### src/rtl/mny_pkg.sv
// Shared definitions for the vending-machine money path: controller states,
// default credit sizing and the coin/note denominations the decoder emits.
package mny_pkg;

  typedef enum logic [1:0] {
    IDLE   = 2'd0,
    VEND   = 2'd1,
    CHANGE = 2'd2
  } mny_state_t;

  localparam int unsigned CREDIT_W_DEF   = 7;
  localparam int unsigned MAX_CREDIT_DEF = 99;

  localparam logic [3:0] DEP_ONE  = 4'd1;
  localparam logic [3:0] DEP_FIVE = 4'd5;
  localparam logic [3:0] DEP_TEN  = 4'd10;

endpackage

### src/rtl/mny_accum.sv
// Credit accumulator and vend/change controller. Tracks deposited credit,
// services selections against a price and returns change via valid/ack.
module mny_accum
  import mny_pkg::*;
#(
  parameter int unsigned CREDIT_W   = CREDIT_W_DEF,
  parameter int unsigned MAX_CREDIT = MAX_CREDIT_DEF
) (
  input  logic                clk,
  input  logic                reset,
  input  logic                dep_valid,
  input  logic [3:0]          dep_amt,
  input  logic                sel_valid,
  input  logic [CREDIT_W-1:0] sel_price,
  input  logic                refund_req,
  input  logic                change_ack,
  output logic [CREDIT_W-1:0] credit,
  output logic                vend,
  output logic                dep_reject,
  output logic                sel_reject,
  output logic                change_valid,
  output logic [CREDIT_W-1:0] change_amt,
  output logic                busy
);

  localparam logic [CREDIT_W:0] MAX_EXT = (CREDIT_W+1)'(MAX_CREDIT);

  // One extra bit of headroom so credit + deposit can never wrap.
  function automatic logic [CREDIT_W:0] credit_sum(input logic [CREDIT_W-1:0] c,
                                                   input logic [3:0]          amt);
    return {1'b0, c} + {{(CREDIT_W-3){1'b0}}, amt};
  endfunction

  mny_state_t          state;
  mny_state_t          state_nx;
  logic [CREDIT_W-1:0] credit_nx;
  logic                dep_reject_nx;
  logic                sel_reject_nx;
  logic                dep_hit;
  logic [CREDIT_W:0]   dep_sum;
  logic                sel_ok;

  assign dep_hit = dep_valid && (dep_amt != 4'd0);
  assign dep_sum = credit_sum(credit, dep_amt);
  assign sel_ok  = (sel_price != '0) && (credit >= sel_price);

  always_ff @(posedge clk) begin
    if (reset) begin
      state      <= IDLE;
      credit     <= '0;
      dep_reject <= 1'b0;
      sel_reject <= 1'b0;
    end else begin
      state      <= state_nx;
      credit     <= credit_nx;
      dep_reject <= dep_reject_nx;
      sel_reject <= sel_reject_nx;
    end
  end

  // In IDLE a deposit outranks a selection, which outranks a refund; the
  // losers are dropped without any reject pulse.
  always_comb begin
    state_nx      = state;
    credit_nx     = credit;
    dep_reject_nx = 1'b0;
    sel_reject_nx = 1'b0;
    unique case (state)
      IDLE: begin
        if (dep_hit) begin
          if (dep_sum <= MAX_EXT) credit_nx = dep_sum[CREDIT_W-1:0];
          else                    dep_reject_nx = 1'b1;
        end else if (sel_valid) begin
          if (sel_ok) begin
            credit_nx = credit - sel_price;
            state_nx  = VEND;
          end else begin
            sel_reject_nx = 1'b1;
          end
        end else if (refund_req && (credit != '0)) begin
          state_nx = CHANGE;
        end
      end
      VEND: begin
        dep_reject_nx = dep_hit;
        state_nx      = (credit != '0) ? CHANGE : IDLE;
      end
      CHANGE: begin
        dep_reject_nx = dep_hit;
        if (change_ack) begin
          credit_nx = '0;
          state_nx  = IDLE;
        end
      end
      default: state_nx = IDLE;
    endcase
  end

  // Remaining outputs decode straight from the state and credit registers.
  always_comb begin
    vend         = (state == VEND);
    change_valid = (state == CHANGE);
    busy         = (state != IDLE);
    change_amt   = (state == CHANGE) ? credit : '0;
  end

endmodule
### config.mk
export PLATFORM = sky130hd
export DESIGN_NAME = mny_accum
export DESIGN_NICKNAME = d
export VERILOG_FILES = /design/src/rtl/mny_pkg.sv /design/src/rtl/mny_accum.sv
export SDC_FILE = /design/constraint.sdc
export NUM_CORES = 1
export LEC_CHECK = 0
export BUFFER_PORTS_ARGS = -buffer_cell sky130_fd_sc_hd__buf_4
export CORE_MARGIN = 1
export CORE_UTILIZATION = 48
export DETAILED_ROUTE_END_ITERATION = 7
export GPL_ROUTABILITY_DRIVEN = 1
export PLACE_DENSITY = 0.75
export SETUP_SLACK_MARGIN = 0.1
export SYNTH_ARGS = -nofsm -noshare
export SYNTH_HDL_FRONTEND = slang
export SYNTH_SLANG_ARGS = --single-unit
### constraint.sdc
create_clock -name clk -period 2.3 [get_ports clk]
set_input_delay 0.23 -clock clk [delete_from_list [all_inputs] [get_ports clk]]
set_output_delay 0.23 -clock clk [all_outputs]
set_load 0.01 [all_outputs]
; ---- Word-level counts from Yosys, hierarchy flattened
; Cells that the tools add are included.
[classes]
n_eq_ne = 9
muxes = 18
n_addsub = 2
n_bitwise = 2
reduce_logical = 13
order_cmp = 2
[op_table]
columns = op, count
row1 = $mux W7, 6
row2 = $ne A3 B3 Y1 const B, 5
row3 = $pmux W7 S2, 1
row4 = $reduce_bool A7 Y1, 2
row5 = $mux W2, 6
row6 = $add A7 B4 Y8, 1
row7 = $le A8 B7 Y1 const B, 1
row8 = $ge A7 B7 Y1, 1
row9 = $sub A7 B7 Y7, 1
row10 = $pmux W2 S3, 1
row11 = $reduce_and A5 Y1, 1
row12 = $ne A2 B2 Y1 const B, 2
row13 = $reduce_and A4 Y1, 1
row14 = $reduce_bool A2 Y1, 2
row15 = $reduce_bool A4 Y1, 1
row16 = $reduce_or A4 Y1, 1
row17 = $logic_and A1 B1 Y1, 3
row18 = $mux W1, 3
row19 = $eq A2 B1 Y1 const B, 1
row20 = $eq A2 B2 Y1 const B, 1
row21 = $logic_not A2 Y1, 1
row22 = $not A1 Y1, 2
row23 = $pmux W1 S2, 1
row24 = $reduce_or A2 Y1, 1
[totals]
regBits = 11
word_cells = 50
output_inout_bits = 19
input_bits = 17

; ---- Longest topological paths before layout
[depth]
ltp_word = 6
mapped_depth = 10
mapped_depth_nobuf = 10

; ---- Least setup slack after synthesis
; OpenSTA, ideal clock, no wires.
[synth_timing]
path_type = register -> register
start = reg credit[0]
end = reg credit[0]
slack_ps = 6
setup_time_ps = 72
path_stages_with_launch = 9
arrival_ps = 2222
period_less_slack_ps = 2294
n_path_buf = 0
cell_sequence = dfxtp_1 ha_1 fa_1 a211oi_2 or3_4 o211ai_1 a211o_1 o211ai_4 mux2i_1
[synth_between]
elab_chain_len = 5
word_cells_on_any_way = 13
classes_between = 2 x add/sub / 2 x order compare / 2 x eq/ne / 5 x mux / 2 x reduce/logical
[synth_rtl]
columns = element, line
row1 = start: declaration, mny_accum.sv:17  ; output logic [CREDIT_W-1:0] credit,
row2 = start signal: assignment, mny_accum.sv:55  ; credit <= credit_nx;
row3 = "parallel branches: the longest is 5 deep, another holds $add A7 B4 Y8", n/a
; Several ways; the timed one is not identified. The select of a mux whose other input is x is not followed.
; A chain may end at the register's enable or synchronous reset.

; ---- Worst setup path in the final report
[layout_timing]
start = reg credit[2]
end = reg dep_reject
[layout_between]
elab_chain_len = 5
[layout_rtl]
columns = element, line
row1 = $add A7 B4 Y8, mny_accum.sv:31  ; return {1'b0, c} + {{(CREDIT_W-3){1'b0}}, amt};
row2 = $le A8 B7 Y1, mny_accum.sv:71  ; if (dep_sum <= MAX_EXT) credit_nx = dep_sum[CREDIT_W-1:0];
row3 = $mux W1, mny_accum.sv:71
row4 = $mux W1, mny_accum.sv:70  ; if (dep_hit) begin
row5 = $pmux W1 S2, mny_accum.sv:68  ; unique case (state)
row6 = end signal: assignment, mny_accum.sv:56  ; dep_reject <= dep_reject_nx;
row7 = end: declaration, mny_accum.sv:19  ; output logic dep_reject,
; Every way passes these cells.

==> metrics.cfg <==
[die]
fp.dieW_um = 56.5
io_pins = 36
initial_utilization_pct = 51.2
core_area_mm2 = 0.00278
die_h_um = 56.5
die_area_mm2 = 0.00319
core.rowCount = 19

[logic_synthesis]
yosys.area_share.adder_pct = 16.0
synthArstFlopShare_pct = 0
synthSimpleGateAreaFrac_pct = 26.7
synth_top_family_by_area = simple AND/OR/NAND/NOR gates
seq_area_frac_synth_pct = 15.5
synth_compound_area_share_pct = 25.5
synthXorXnorAreaFrac_pct = 4.92
syn_inst = 183
ys_warn_count = 0
synth.avg_cell_area_um2 = 7.79
synthFlopType = dfxtp_1
synth.distinct_cells = 47
synth_edf_count = 0
syn_area_mm2 = 0.00143
synth.ff_latch_count = 11
synth.area.mux_share_pct = 4.92
synth_nets = 217

[pwr]
leakage_nw = 0.899
vdd_drop_max_uv = 721
finalPower_mw = 2.12
pwr_density_cell_mw_per_mm2 = 1070

[global_routing]
gr-total-overflow = 0
grt_pass1_wl_um = 6690
track_usage_pct = 27.0
grt_pass1_vias = 1487
antenna_found_initial = 0
grt_max_degree = 13

[drt]
drc = 0
drt_first_pass_iters = 4
drtIter0Drc = 110
post_drt_wl_per_cell_um = 16.8
num_vias = 1604
vias_per_cell = 6.01
wirelength_um = 4490
ant_nets = 0

[critical_path]
worstSetupStartpointType = flop
cp_top_family = simple AND/OR/NAND/NOR gates
critPathBufInv = 1
crit_top_cell = a211oi_2
cp_slowest_stage_delay_ns = 0.40
cp.arrival_ns = 2.48
cp_max_fo = 8
cpMaxStageDelayCell = dfxtp_1
crit_chain = ha_4 > a211oi_2 > or3_4 > buf_4 > or3_1 > o22ai_1 > a32oi_1 > a211oi_2
end_kind = flop
critical_path_class = flop to flop
required_ns = 2.49

[flow_run]
maxCapViolCount = 0

[layout]
multi_input_area_mm2 = 0.00122
area_growth_pct = 39.2
final_nets = 271
final_layout_size_suffix_gt1_share_pct = 37.3
antennaDiodeCount = 0
regArea_um2 = 224
fin_cells = 267
final.fill_count = 219

[clock_tree]
clk_pin_slew_worst_paths_ns = 0.08
htree_num_levels = 1
cts_tree = done
clock_latency_ns = 0.27
cts_sinks = 11
cts-hold-fix-buffers = 0
cts_root_buf = clkbuf_4
cts_buffers = 3
cts_buffer_depth = 2

[timing]
worst_slack_ns = 0.0172
slew_viol_final = 0
max_slew_margin_pct = 67.2
hold_viol_final = 0
rsz0062_at_grt = true
tightest_slew_ns = 0.491
fmax_ghz = 0.438
finalCritPeriodShare_pct = 99.3
fin_skew_ns = 0.00501
finalCriticalPeriod_ns = 2.28
finalSetupViolCount = 0

[place]
place_inst = 251
port_buffers = 35
place_ws_ns = -0.0462
place.gp.congestion = 0.836
dp_hpwl_um = 3220

[min_path]
min_path_type = input pin to flop

[status]
outcome = finished clean

[path summary, 6_finish.rpt]
path	from	to	slack [ns]	cells after the start
hold / removal	reset	dep_reject$_SDFF_PP0_	0.21	2
setup / recovery	credit[2]$_SDFFE_PP0P_	dep_reject$_SDFF_PP0_	0.02	8
hold reg to reg	credit[5]$_SDFFE_PP0P_	credit[5]$_SDFFE_PP0P_	0.58	2
setup reg to reg	credit[2]$_SDFFE_PP0P_	dep_reject$_SDFF_PP0_	0.02	8
[power by group]
group / internal (mW) / switching (mW) / leakage [nW]
clock: 0.0644 / 0.0706 / 0.0177
combinational: 0.766 / 0.837 / 0.790
sequential: 0.260 / 0.116 / 0.0914
[sequential cells by signal, summed over array words and instances, names as in the netlist]
signal and cells:
state 2, credit 7, dep_reject 1, sel_reject 1
[Yosys cell counts, types with 4 or more instances]
master / n / area share, %
nand2b_1: 6 / 2.6
o21ai_0: 9 / 3.2
nand2_1: 19 / 5.0
o21bai_1: 4 / 2.1
a211oi_1: 4 / 2.1
mux2i_1: 7 / 4.9
xnor2_1: 6 / 3.7
ha_1: 15 / 13
o211ai_1: 5 / 2.6
a21oi_1: 10 / 3.5
nor2_1: 9 / 2.4
and2_1: 8 / 3.5
dfxtp_1: 11 / 15
inv_1: 14 / 3.7
[cells in the final DEF (no fill, tap or decap), types with 6 or more instances in the layout]
master and count:
buf_4 56, nand2_1 19, inv_1 14, ha_1 11, a21oi_1 9, o21ai_0 9
and2_1 8, nor2_1 8, dfxtp_1 8, mux2i_1 7, nand2b_1 6, xnor2_1 6
[kinds of logic after synthesis]
kind of cell,after synthesis
buffers and inverters,22
XOR/XNOR,8
adder cells (fa/ha/maj),17
multiplexers,7
AND/OR/NAND/NOR,67
flip-flops,11
AO/OA/AOI/OAI,51
[area by class of cell]
cell class                      count  area share, %
Tap cell                           31           1.95
Timing Repair Buffer               56           21.2
Multi-Input combinational cell    150           61.3
Clock buffer                        3           1.13
Inverter                           15           2.84
Sequential cell                    11           11.3
Clock inverter                      1          0.252
[routing by layer]
layer	track usage, %	up-vias	part of all wire [%]
met3	1.61	8	6.7
met5	0	-	0
met1	34.2	749	41
li1	-	765	-
met2	47.9	82	50
met4	9.76	0	1.8
[metrics by stage]
stage | hold slack, ns | util, % | TNS (ns) | area, um^2
after floorplan | 0.414 | - | 0 | 1430
after global placement | 0.483 | 63.4 | 0 | 1760
after detailed placement | 0.493 | 63.4 | -0.224 | 1760
after global routing | 0.219 | 71.3 | -0.362 | 1980
final | 0.214 | 71.3 | 0 | 1980
after CTS | 0.205 | 68.5 | 0 | 1900
[timing repair]
action                     CTS  global route
pin swaps                   10            11
buffers inserted             9             3
resized for setup            6            13
setup endpoints to repair    8            10
Note: power is estimated with default switching activity, not from simulation.
